--- src/rtl/spi_sram_pkg.sv ---
// Shared opcodes, FSM state encoding and command-word helpers for the
// SPI single-port RAM arbiter/sequencer.
package spi_sram_pkg;

   localparam int CMD_W = 10;

   localparam logic [1:0] OP_WR_ADDR = 2'b00;
   localparam logic [1:0] OP_WR_DATA = 2'b01;
   localparam logic [1:0] OP_RD_ADDR = 2'b10;
   localparam logic [1:0] OP_RD_CMD  = 2'b11;

   typedef enum logic [2:0] {
      IDLE,
      WR_ADDR,
      WR_DATA,
      RD_ADDR,
      RD_CMD,
      RD_WAIT,
      DONE
   } state_t;

   function automatic logic [CMD_W-1:0] mk_cmd(input logic [1:0] op, input logic [7:0] payload);
      return {op, payload};
   endfunction

endpackage

--- src/rtl/rr_arb2.sv ---
// Two-input round-robin arbiter: purely combinational one-hot grant.
// i_ptr names the requester that wins when both request.
module rr_arb2 (
   input  logic [1:0] i_req,
   input  logic       i_ptr,
   output logic [1:0] o_gnt
);

   always_comb begin
      o_gnt = i_req;
      if (i_req == 2'b11)
         o_gnt = i_ptr ? 2'b10 : 2'b01;
   end

endmodule

--- src/rtl/spi_sram_arb.sv ---
// Arbitrates two requesters onto the SPI RAM command port and expands each
// read/write into its 10-bit command-word sequence; read data is returned on done.
module spi_sram_arb
   import spi_sram_pkg::*;
#(
   parameter int ADDR_SIZE  = 8,
   parameter int RD_TIMEOUT = 4
) (
   input  logic                 clk,
   input  logic                 rst_n,
   input  logic [1:0]           i_req,
   input  logic [1:0]           i_we,
   input  logic [ADDR_SIZE-1:0] i_addr0,
   input  logic [ADDR_SIZE-1:0] i_addr1,
   input  logic [7:0]           i_wdata0,
   input  logic [7:0]           i_wdata1,
   output logic [1:0]           o_gnt,
   output logic [1:0]           o_done,
   output logic [7:0]           o_rdata,
   output logic                 o_err,
   output logic [CMD_W-1:0]     o_ram_din,
   output logic                 o_ram_rx_valid,
   input  logic [7:0]           i_ram_dout,
   input  logic                 i_ram_tx_valid
);

   state_t            r_state, w_next;
   logic              r_ptr;
   logic [1:0]        r_gnt;
   logic [1:0]        r_done;
   logic              r_err;
   logic [7:0]        r_rdata;
   logic [7:0]        r_wdata;
   logic [3:0]        r_cnt;
   logic [CMD_W-1:0]  r_din, w_cmd;
   logic              r_rx_valid, w_cmd_vld;

   logic [1:0]        w_arb_gnt;
   logic              w_we_sel;
   logic [7:0]        w_addr_sel;
   logic [7:0]        w_wdata_sel;
   logic              w_timeout;

   rr_arb2 u_arb (
      .i_req (i_req),
      .i_ptr (r_ptr),
      .o_gnt (w_arb_gnt)
   );

   assign w_we_sel    = |(w_arb_gnt & i_we);
   assign w_addr_sel  = w_arb_gnt[1] ? 8'(i_addr1) : 8'(i_addr0);
   assign w_wdata_sel = w_arb_gnt[1] ? i_wdata1 : i_wdata0;
   assign w_timeout   = (r_state == RD_WAIT) && !i_ram_tx_valid
                        && (r_cnt == 4'(RD_TIMEOUT - 1));

   // Command word is computed for the state being entered so it is
   // registered alongside that state.
   always_comb begin
      w_next    = r_state;
      w_cmd     = '0;
      w_cmd_vld = 1'b0;
      case (r_state)
         IDLE: begin
            if (|i_req) begin
               w_next    = w_we_sel ? WR_ADDR : RD_ADDR;
               w_cmd     = mk_cmd(w_we_sel ? OP_WR_ADDR : OP_RD_ADDR, w_addr_sel);
               w_cmd_vld = 1'b1;
            end
         end
         WR_ADDR: begin
            w_next    = WR_DATA;
            w_cmd     = mk_cmd(OP_WR_DATA, r_wdata);
            w_cmd_vld = 1'b1;
         end
         WR_DATA: w_next = DONE;
         RD_ADDR: begin
            w_next    = RD_CMD;
            w_cmd     = mk_cmd(OP_RD_CMD, 8'h00);
            w_cmd_vld = 1'b1;
         end
         RD_CMD:  w_next = RD_WAIT;
         RD_WAIT: if (i_ram_tx_valid || w_timeout) w_next = DONE;
         DONE:    w_next = IDLE;
         default: w_next = IDLE;
      endcase
   end

   always_ff @(posedge clk or negedge rst_n) begin
      if (!rst_n) begin
         r_state    <= IDLE;
         r_ptr      <= 1'b0;
         r_gnt      <= 2'b00;
         r_done     <= 2'b00;
         r_err      <= 1'b0;
         r_rdata    <= 8'h00;
         r_wdata    <= 8'h00;
         r_cnt      <= 4'd0;
         r_din      <= '0;
         r_rx_valid <= 1'b0;
      end else begin
         r_state    <= w_next;
         r_din      <= w_cmd;
         r_rx_valid <= w_cmd_vld;
         r_done     <= 2'b00;
         r_err      <= 1'b0;
         case (r_state)
            IDLE: begin
               if (|i_req) begin
                  r_gnt   <= w_arb_gnt;
                  r_ptr   <= w_arb_gnt[0];
                  r_wdata <= w_wdata_sel;
               end
            end
            WR_DATA: r_done <= r_gnt;
            RD_CMD:  r_cnt  <= 4'd0;
            RD_WAIT: begin
               if (i_ram_tx_valid) begin
                  r_rdata <= i_ram_dout;
                  r_done  <= r_gnt;
               end else if (w_timeout) begin
                  r_rdata <= 8'h00;
                  r_err   <= 1'b1;
                  r_done  <= r_gnt;
               end else begin
                  r_cnt <= r_cnt + 4'd1;
               end
            end
            DONE:    r_gnt <= 2'b00;
            default: ;
         endcase
      end
   end

   assign o_gnt          = r_gnt;
   assign o_done         = r_done;
   assign o_err          = r_err;
   assign o_rdata        = r_rdata;
   assign o_ram_din      = r_din;
   assign o_ram_rx_valid = r_rx_valid;

endmodule

--- config.mk ---
export PLATFORM = sky130hd
export DESIGN_NAME = spi_sram_arb
export DESIGN_NICKNAME = d
export VERILOG_FILES = /design/src/rtl/spi_sram_pkg.sv /design/src/rtl/rr_arb2.sv /design/src/rtl/spi_sram_arb.sv
export SDC_FILE = /design/constraint.sdc
export NUM_CORES = 1
export LEC_CHECK = 0
export ABC_AREA = 1
export CORE_UTILIZATION = 30
export CTS_CLUSTER_DIAMETER = 30
export CTS_CLUSTER_SIZE = 30
export DETAILED_ROUTE_END_ITERATION = 12
export HOLD_SLACK_MARGIN = 0.12
export REMOVE_ABC_BUFFERS = 1
export SYNTH_ARGS = -nofsm -noshare
export SYNTH_HDL_FRONTEND = slang
export SYNTH_SLANG_ARGS = --single-unit
export TNS_END_PERCENT = 10
--- constraint.sdc ---
create_clock -name clk -period 1.5 [get_ports clk]
set_input_delay 0.15 -clock clk [delete_from_list [all_inputs] [get_ports clk]]
set_output_delay 0.15 -clock clk [all_outputs]
set_load 0.01 [all_outputs]
== Word-level counts from Yosys, hierarchy flattened ==
Index checks and enable logic that the tools add are counted.

* Bits in registers: 40
* Input port bits: 47
* Output and inout bits: 24
* Logic and storage cells: 66

* $add $sub $neg: 1
* Eq/ne operators: 12
* Multiplexer cells: 26
* Bitwise logic cells: 1
* Reductions and logical operators: 16

{| class="wikitable"
|+ Operator list
! kind !! count
|-
| $mux 8 || 4
|-
| $pmux 10 s3 || 1
|-
| $pmux 3 s6 || 1
|-
| $mux 2 || 7
|-
| $mux 10 || 1
|-
| $eq 3x3->1 const B || 3
|-
| $mux 4 || 2
|-
| $pmux 2 s2 || 2
|-
| $pmux 4 s2 || 1
|-
| $reduce_and 2->1 || 4
|-
| $eq 3x2->1 const B || 2
|-
| $mux 3 || 2
|-
| $ne 2x2->1 const B || 3
|-
| $reduce_bool 2->1 || 3
|-
| $reduce_or 2->1 || 3
|-
| $add 4x1->4 const B || 1
|-
| $eq 4x2->1 const B || 1
|-
| $mux 1 || 4
|-
| $eq 3x1->1 const B || 1
|-
| $logic_not 3->1 || 1
|-
| $reduce_and 3->1 || 1
|-
| $and 2x2->2 || 1
|-
| $eq 2x2->1 const B || 1
|-
| $logic_and 1x1->1 || 2
|-
| other kinds (4) || 4
|}

== Longest topological paths before layout ==
Gate-level depths: netlist of the first run.

* Depth in word-level cells: 7
* Gate-level depth with buffers: 9
* Gate-level depth less buffers: 8

== By module ==
From an unflattened synthesis of the first run, not the netlist that was laid out.

* Cell total of the unflattened synthesis: 239
* Area, all modules: 1,975.6 µm²

{| class="wikitable"
|+ By module, submodules not included
! module !! times used !! cells each !! area an instance (µm²) !! sequential area each (µm²)
|-
| spi_sram_arb || 1 || 234 || 1,954.4 || 1,001.0
|-
| rr_arb2 || 1 || 5 || 21.3 || 0.0
|}

== Least setup slack after synthesis of the first run ==
No wires, ideal clock.

* Path type: register to register
* Start: register r_cnt[0]
* End: register r_rdata[0] (netlist: o_rdata[0])
* Library setup time: 0.117 ns
* Arrival: 1.116 ns
* Required time: 1.383 ns
* Slack: 0.267 ns
* Stages on the path, launching flop included: 7
* Path buffers: 0
* Clock period less this slack: 1.233 ns
* Cell sequence: dfrtp_1 ha_1 nand2_1 o21ai_0 nand2_4 nand2_1 nand2_1

* Cells in the longest elaborated chain, start to end: 4

{| class="wikitable"
|+ RTL lines
! element !! line !! source
|-
| start: declaration || spi_sram_arb.sv:34 || <nowiki>logic [3:0] r_cnt;</nowiki>
|-
| start signal: assignment || spi_sram_arb.sv:125 || <nowiki>r_cnt <= r_cnt + 4'd1;</nowiki>
|-
| $eq 4x2->1 || spi_sram_arb.sv:54 || <nowiki>&& (r_cnt == 4'(RD_TIMEOUT - 1));</nowiki>
|-
| $logic_and 1x1->1 || spi_sram_arb.sv:54 ||
|-
| $reduce_bool 2->1 (no source line) || -- ||
|-
| $reduce_and 2->1 (no source line) || -- ||
|-
| end signal: assignment || spi_sram_arb.sv:118 || <nowiki>r_rdata <= i_ram_dout;</nowiki>
|-
| end: declaration || spi_sram_arb.sv:32 || <nowiki>logic [7:0] r_rdata;</nowiki>
|}

No other way between the ends.
A chain may end at the register's enable or synchronous reset.

== Final worst setup path of the first run ==
* Start: register r_state[1]
* End: register r_gnt[0] (netlist: o_gnt[0])

* Cells in the longest elaborated chain, start to end: 3
* Elaborated cells between the ends (all ways): 6
* Classes of those cells: eq/ne: 2; mux: 1; reduce/logical: 3

{| class="wikitable"
|+ RTL lines
! element !! line !! source
|-
| start: declaration || spi_sram_arb.sv:27 || <nowiki>state_t r_state, w_next;</nowiki>
|-
| start signal: assignment || spi_sram_arb.sv:101 || <nowiki>r_state <= w_next;</nowiki>
|-
| $eq 3x3->1 / $logic_not 3->1 (equally long branches) || spi_sram_arb.sv:106 || <nowiki>case (r_state)</nowiki>
|-
| $reduce_bool 2->1 (no source line) / $ne 2x2->1 (equally long branches) || -- ||
|-
| $reduce_and 2->1 (no source line) || -- ||
|-
| end signal: assignment || spi_sram_arb.sv:109 || <nowiki>r_gnt <= w_arb_gnt;</nowiki>
|-
| end: declaration || spi_sram_arb.sv:29 || <nowiki>logic [1:0] r_gnt;</nowiki>
|}

Several ways; a longest one is shown, not always the timed one.

==> results.cfg, run 1 <==
[detailed_routing]
detail-route-antenna-nets = 0
drt-vias-per-instance = 4.526
remaining_drc_errors = 0
drt-wirelength-per-cell_um = 11.61
drt_iter0_markers = 102
wl_um = 4527
via_count_of_the_routed_design = 1765
drtPass1Iterations = 4

[sta]
max_freq_mhz = 717.5
maxSlewHeadroom_pct = 74.45
setup_repair_after_global_routing_missed_its_margin = no
final_min_period_over_clock_period_pct = 92.91
fin_setup_tns_ns = 0
clock_skew_ns = 0.008532
period_needed_ns = 1.394
report.final.slew_viol_count = 0
final_number_of_hold_violating_endpoints = 0
tightest_slew_ns = 0.3828
setup_violations = 0
finalHoldWorstSlack_ns = 0.3409
final.setup.worst_slack_ns = 0.1063

[synth]
synthesized_area_fraction_occupied_by_and_or_nand_nor_cells_pct = 33.44
asyncSetResetFlopFracSynth_pct = 100.0
yosysSeqAreaShare_pct = 51.75
ys_dominant_reg_cell = sky130_fd_sc_hd__dfrtp_1
synth-edff-count = 0
yosys.area_share.adder_pct = 1.294
most_frequent_cells_after_synthesis = 87 x sky130_fd_sc_hd__nand2_1, 40 x sky130_fd_sc_hd__dfrtp_1, 29 x sky130_fd_sc_hd__nand3_1, 19 x sky130_fd_sc_hd__o21ai_1
synth_area_per_cell_um2 = 8.162
synth-xor-area-share_pct = 0
syn_inst = 237
ys_top_cells_by_area = sky130_fd_sc_hd__dfrtp_1 52%, sky130_fd_sc_hd__nand2_1 17%, sky130_fd_sc_hd__nand3_1 7.5%
synth_compound_area_share_pct = 6.986
post_synth_num_cell_types = 26
largest_family_of_logic_cells_by_synthesized_area = simple AND/OR/NAND/NOR gates
netlist.top_cell.by_area = sky130_fd_sc_hd__dfrtp_1
synth.cell_area_mm2 = 0.001934
netlist.area_leader.share_pct = 51.75
yosys_warnings = 0
synthMostInstantiatedCell = sky130_fd_sc_hd__nand2_1
post_synth_mux_area_share_pct = 0
synth-seq-cells = 40

[die]
coreArea_mm2 = 0.006061
die_area_mm2 = 0.006773
dieWidth_um = 82.30
floorplan.initialDensity_pct = 31.92
pin_count = 71
fp-row-count = 28
die_h_um = 82.30

[setup_path]
critical_path_depth = 6
crit_fanout = 19
critPathLaunchType = flip-flop
register_to_register_path_depth = 6
cpPeakStageDelay_ns = 0.47
cp_required_ns = 1.67
critical_path_arrival_ns = 1.56
cp_slowest_cell = sky130_fd_sc_hd__dfrtp_2
crit_path_end_kind = flip-flop
worstPathCellList = nor2_2, nand2_2, nor2_8, inv_6, nand2_1, o21ai_0
path_class = reg -> reg
crit_buf_inv = 1
critical-path-top-delay-family = simple AND/OR/NAND/NOR gates

[power_and_ir_drop]
power.static_leakage_nw = 1.364
p_total_mw = 4.588
switching_share_pct = 37.77
switchingPower_mw = 1.733
p_clk_share_pct = 15.9
vdd.ir_drop.worst_uv = 726.9
power_report.internal_total_mw = 2.855
comb_power_share_pct = 44.9
power_frac_seq_pct = 39.1
cellPowerDensity_mw_per_mm2 = 1625

[finish]
fin_nets = 363
area_growth_pct = 45.99
final_design_area_no_fill_mm2 = 0.002824
fillers = 618
post_route_cells_drive_above_1_share_pct = 8.889
insertedDiodeCount = 0

[place]
gp_routability_congestion = 0.7781
pre_cts_ws_ns = 0.02321
placedInstanceArea_mm2 = 0.002720
detailedPlacementHpwl_um = 3328
buffer_ports.inserted = 70

[grt]
grt_pass1_wl_um = 7417
grt_antenna_before_repair = 0
first_global_vias = 1635
grt_start_max_net_pins = 41
grt_overflow_total = 0
global_route_usage_over_all_layers_pct = 14.76

[clock_tree]
max-clock-path-buffers = 2
clock_latency_ns = 0.30
post_cts.repair.setup_buffers = 0
clkSlewWorstSetupHoldPaths_ns = 0.08
h-tree-depth = 2
clock_tree_from_tritoncts = yes
number_of_clock_buffers_inserted_by_tritoncts = 5
root_buffer = sky130_fd_sc_hd__clkbuf_8
cts.sinks = 40

[run]
maxCapViolCount = 0

[status]
run_status = completed

[min_path]
hold_class = in -> async
-- flip-flops by register name, indices dropped and copies added, names as in the netlist --
name / flops
o_done: 2
o_err: 1
o_gnt: 2
o_ram_din: 10
o_ram_rx_valid: 1
o_rdata: 8
r_cnt: 4
r_ptr: 1
r_state: 3
r_wdata: 8
-- power by group through the flow --
stage	registers (mW)	clock network (mW)	logic, mW
4_1_cts	1.79	0.763	2.09
3_5_place_dp	1.81	0	2.08
5_1_grt	1.85	0.813	2.31
6_report	1.79	0.731	2.06
3_3_place_gp	1.80	0	2.05
2_1_floorplan	1.89	0	0.987
-- layout make-up --
class                           instances  area, um2  share of cell area, %
Sequential cell                        40       1002                  35.49
Multi-Input combinational cell        173      807.0                  28.58
Timing Repair Buffer                   76      755.7                  26.76
Tap cell                               75      93.84                  3.323
Clock buffer                            6      82.58                  2.924
Inverter                               18      72.57                  2.570
Clock inverter                          2      10.01                 0.3545
-- placed cells by master, fill, tap and decap left out --
master                            count
sky130_fd_sc_hd__inv_2                1
sky130_fd_sc_hd__nand2_4              1
sky130_fd_sc_hd__buf_2                1
sky130_fd_sc_hd__ha_1                 2
sky130_fd_sc_hd__a21oi_1              3
sky130_fd_sc_hd__buf_4                4
sky130_fd_sc_hd__dfrtp_1             39
sky130_fd_sc_hd__nand3_2              1
sky130_fd_sc_hd__o21ai_1             20
sky130_fd_sc_hd__clkinv_1             1
sky130_fd_sc_hd__clkinv_2             2
sky130_fd_sc_hd__nand2_1             87
sky130_fd_sc_hd__nand4_1              1
sky130_fd_sc_hd__nand3_1             29
sky130_fd_sc_hd__nor2_2               3
sky130_fd_sc_hd__nor3_1               1
sky130_fd_sc_hd__nor2_4               1
sky130_fd_sc_hd__dfrtp_2              1
sky130_fd_sc_hd__nand3_4              1
sky130_fd_sc_hd__inv_1               15
sky130_fd_sc_hd__o21ai_0              4
sky130_fd_sc_hd__clkdlybuf4s50_1     69
sky130_fd_sc_hd__clkbuf_8             6
sky130_fd_sc_hd__nand2_2              3
sky130_fd_sc_hd__buf_12               1
sky130_fd_sc_hd__inv_6                1
sky130_fd_sc_hd__dlygate4sd3_1        1
sky130_fd_sc_hd__nor2_8               1
sky130_fd_sc_hd__nor2_1              15
-- through the flow --
stage,utilization [%],cells
3_3_place_gp,44.88,381
6_report,46.59,390
2_1_floorplan,-,231
3_5_place_dp,44.88,381
5_1_grt,46.59,390
4_1_cts,46.57,390
-- worst paths after layout --
path,start,to,slack (ns)
max in group asynchronous,rst_n,o_rdata[3],0.95
hold reg to reg,o_rdata[6],o_rdata[6],0.47
min in group clk,i_ram_dout[3],o_rdata[3],0.41
setup reg to reg,r_state[1],o_gnt[0],0.11
setup / recovery,r_state[1],o_gnt[0],0.11
hold / removal,rst_n,r_cnt[0],0.34
-- per-layer routing --
metal / vias up / global-route usage (%) / share of wire (%)
met2: 51 / 23.47 / 48
met3: 7 / 3.626 / 5.7
met1: 802 / 18.75 / 45
met4: 0 / 7.018 / 1.8
met5: - / 0 / 0
li1: 905 / - / -
-- cells by family (layout without fill, tap and decap cells) --
group,after synthesis,count (layout)
AOI/OAI and AO/OA,27,27
adders and majority gates,2,2
buffers and inverters,24,102
DFF,40,40
and+or+nand+nor,144,144
-- worst min-delay path: stages --
cell                            delay [ns]
sky130_fd_sc_hd__dlygate4sd3_1        0.52
sky130_fd_sc_hd__buf_2                0.12
sky130_fd_sc_hd__buf_12               0.22
-- what timing repair did --
action                                  in CTS  in global routing
hold buffers                                 1                  0
gates resized for setup                      0                  2
hold endpoints to repair                    40                  0
endpoints found under the setup margin       0                 13
No activity file was read; power rests on OpenSTA's default activity.
==> run 2, diff against run 1 <==
Settings changed: PLACE_DENSITY set to 0.68.
==> run 2 against run 1 <==
  * Sequential cell count is the same
  * Global-route usage up 0.23 points
  * Sequential power about the same
  * Die area unchanged
  * Clock skew is 0.0013 ns lower
  * Cell count increased by 0.77%
  * Combinational power up 5%
  * Highest routed layer unchanged
  * Utilization grew 0.31 points
  * Maximum frequency up 1.8%
  * Wire length up 6.7%
  * Largest cell class unchanged
==> results.cfg, run 2 (same netlist as run 1, synthesis figures left out) <==
[finish]
fillers = 609
area_growth_pct = 46.96
final_cell_mix = 87 x sky130_fd_sc_hd__nand2_1, 69 x sky130_fd_sc_hd__clkdlybuf4s50_1, 40 x sky130_fd_sc_hd__dfrtp_1
regArea_mm2 = 0.001001
largest_register_ffs = 10
leading_cell_type_in_the_layout_fill_and_taps_excluded = sky130_fd_sc_hd__nand2_1
post_route_cells_drive_above_1_share_pct = 9.748
fin_nets = 366
final_design_area_no_fill_mm2 = 0.002843
multiInputGateArea_um2 = 837.1
insertedDiodeCount = 0

[setup_path]
path_class = reg -> reg
crit_path_end_kind = flip-flop
crit_fanout = 10
critPathLaunchType = flip-flop
cp_required_ns = 1.67
critical_path_arrival_ns = 1.54
setup_slack_of_the_worst_register_to_register_path_ns = 0.13

[power_and_ir_drop]
vdd.ir_drop.worst_uv = 666.0
cellPowerDensity_mw_per_mm2 = 1639
power.static_leakage_nw = 1.367
p_total_mw = 4.660

[die]
die_area_mm2 = 0.006773
floorplan.initialDensity_pct = 31.92
die_h_um = 82.30
dieWidth_um = 82.30
pin_count = 71
fp-row-count = 28
coreArea_mm2 = 0.006061

[sta]
clock_skew_ns = 0.007263
maxSlewHeadroom_pct = 67.35
max_freq_mhz = 730.3
setup_violations = 0
period_needed_ns = 1.369
final_min_period_over_clock_period_pct = 91.29
fin_setup_tns_ns = 0
tightest_slew_ns = 0.4892
final_number_of_hold_violating_endpoints = 0
report.final.slew_viol_count = 0
setup_repair_after_global_routing_missed_its_margin = no

[run]
maxCapViolCount = 0

[detailed_routing]
detail-route-antenna-nets = 0
wl_um = 4831
via_count_of_the_routed_design = 1841
drtPass1Iterations = 4
remaining_drc_errors = 0
drt_iter0_markers = 157
drt-wirelength-per-cell_um = 12.29
drt-vias-per-instance = 4.684

[grt]
grt_antenna_before_repair = 0
first_global_vias = 1652
grt_pass1_wl_um = 7617
grt_start_max_net_pins = 20
global_route_usage_over_all_layers_pct = 14.99
grt_overflow_total = 0

[status]
run_status = completed

[clock_tree]
root_buffer = sky130_fd_sc_hd__clkbuf_8
post_cts.repair.setup_buffers = 0
cts.sinks = 40
clock_latency_ns = 0.29
number_of_clock_buffers_inserted_by_tritoncts = 5
clock_tree_from_tritoncts = yes
clkSlewWorstSetupHoldPaths_ns = 0.08
max-clock-path-buffers = 2
h-tree-depth = 2

[place]
placedInstanceArea_mm2 = 0.002715
buffer_ports.inserted = 70
gp_routability_congestion = 0.8105
detailedPlacementHpwl_um = 3574

[min_path]
hold_class = in -> async
## run 2: cell types whose count changed in the layout (fill, tap and decap cells not counted)
| cell | delta |
|---|---|
| sky130_fd_sc_hd__nor2_4 | +3 |
| sky130_fd_sc_hd__buf_4 | +2 |
| sky130_fd_sc_hd__dfrtp_1 | +1 |
| sky130_fd_sc_hd__buf_12 | -1 |
| sky130_fd_sc_hd__clkbuf_8 | -1 |
| sky130_fd_sc_hd__clkinv_4 | +1 |
| sky130_fd_sc_hd__nor2_1 | -1 |
| sky130_fd_sc_hd__dfrtp_2 | -1 |
## run 2: per-layer routing
layer  part of all wire, %  wire (um)  vias to the layer above  global-route usage, %
met5                     0          0                        -                      0
met4                   1.2         59                        0                  5.789
met3                   4.1        198                        4                  2.857
met2                    50       2429                       47                  24.21
met1                    44       2144                      874                  19.77
li1                      -          -                      916                      -
## run 2: critical path: stages, from the launching register on
cell and delay (ns):
sky130_fd_sc_hd__dfrtp_1 0.50, sky130_fd_sc_hd__nor2_4 0.16, sky130_fd_sc_hd__nand2_2 0.16, sky130_fd_sc_hd__nor2_8 0.22, sky130_fd_sc_hd__inv_6 0.07, sky130_fd_sc_hd__nand2_1 0.07
sky130_fd_sc_hd__o21ai_0 0.07
## run 2: power breakdown
group	internal (mW)	switching, mW
Combinational	1.01	1.16
Clock	0.324	0.381
Sequential	1.51	0.277
Total	2.84	1.82
## run 2: cell type report
| cell class | instances | area share [%] |
|---|---|---|
| Inverter | 18 | 2.553 |
| Tap cell | 75 | 3.301 |
| Timing Repair Buffer | 77 | 26.41 |
| Clock buffer | 5 | 2.421 |
| Multi-Input combinational cell | 175 | 29.45 |
| Sequential cell | 40 | 35.21 |
| Clock inverter | 3 | 0.6602 |
## run 2: repair_timing
action / 4_1_cts / 5_1_grt
hold endpoints to repair: 17 / 0
endpoints found under the setup margin: 0 / 17
hold buffers: 1 / 0
resized for setup: 0 / 3
## run 2: final timing paths
check,start,to,cells after the start
worst max-delay path,r_state[1],o_gnt[0],6
worst min-delay path,rst_n,r_ptr,2
worst max register to register,r_state[1],o_gnt[0],6
worst min register to register,o_rdata[3],o_rdata[3],2
max in group asynchronous,rst_n,o_err,3
min in group clk,i_ram_dout[2],o_rdata[2],3
## run 2: through the flow
step | utilization [%] | worst slack [ns] | instances | hold WS (ns)
6_report | 46.90 | 0.1307 | 393 | 0.3270
5_1_grt | 46.90 | 0.01385 | 393 | 0.3705
4_1_cts | 46.41 | 0.06988 | 391 | 0.3357
3_5_place_dp | 44.80 | 0.04259 | 382 | 0.1259
3_3_place_gp | 44.80 | 0.06977 | 382 | 0.1236
2_1_floorplan | - | 0.1729 | 231 | -0.1456
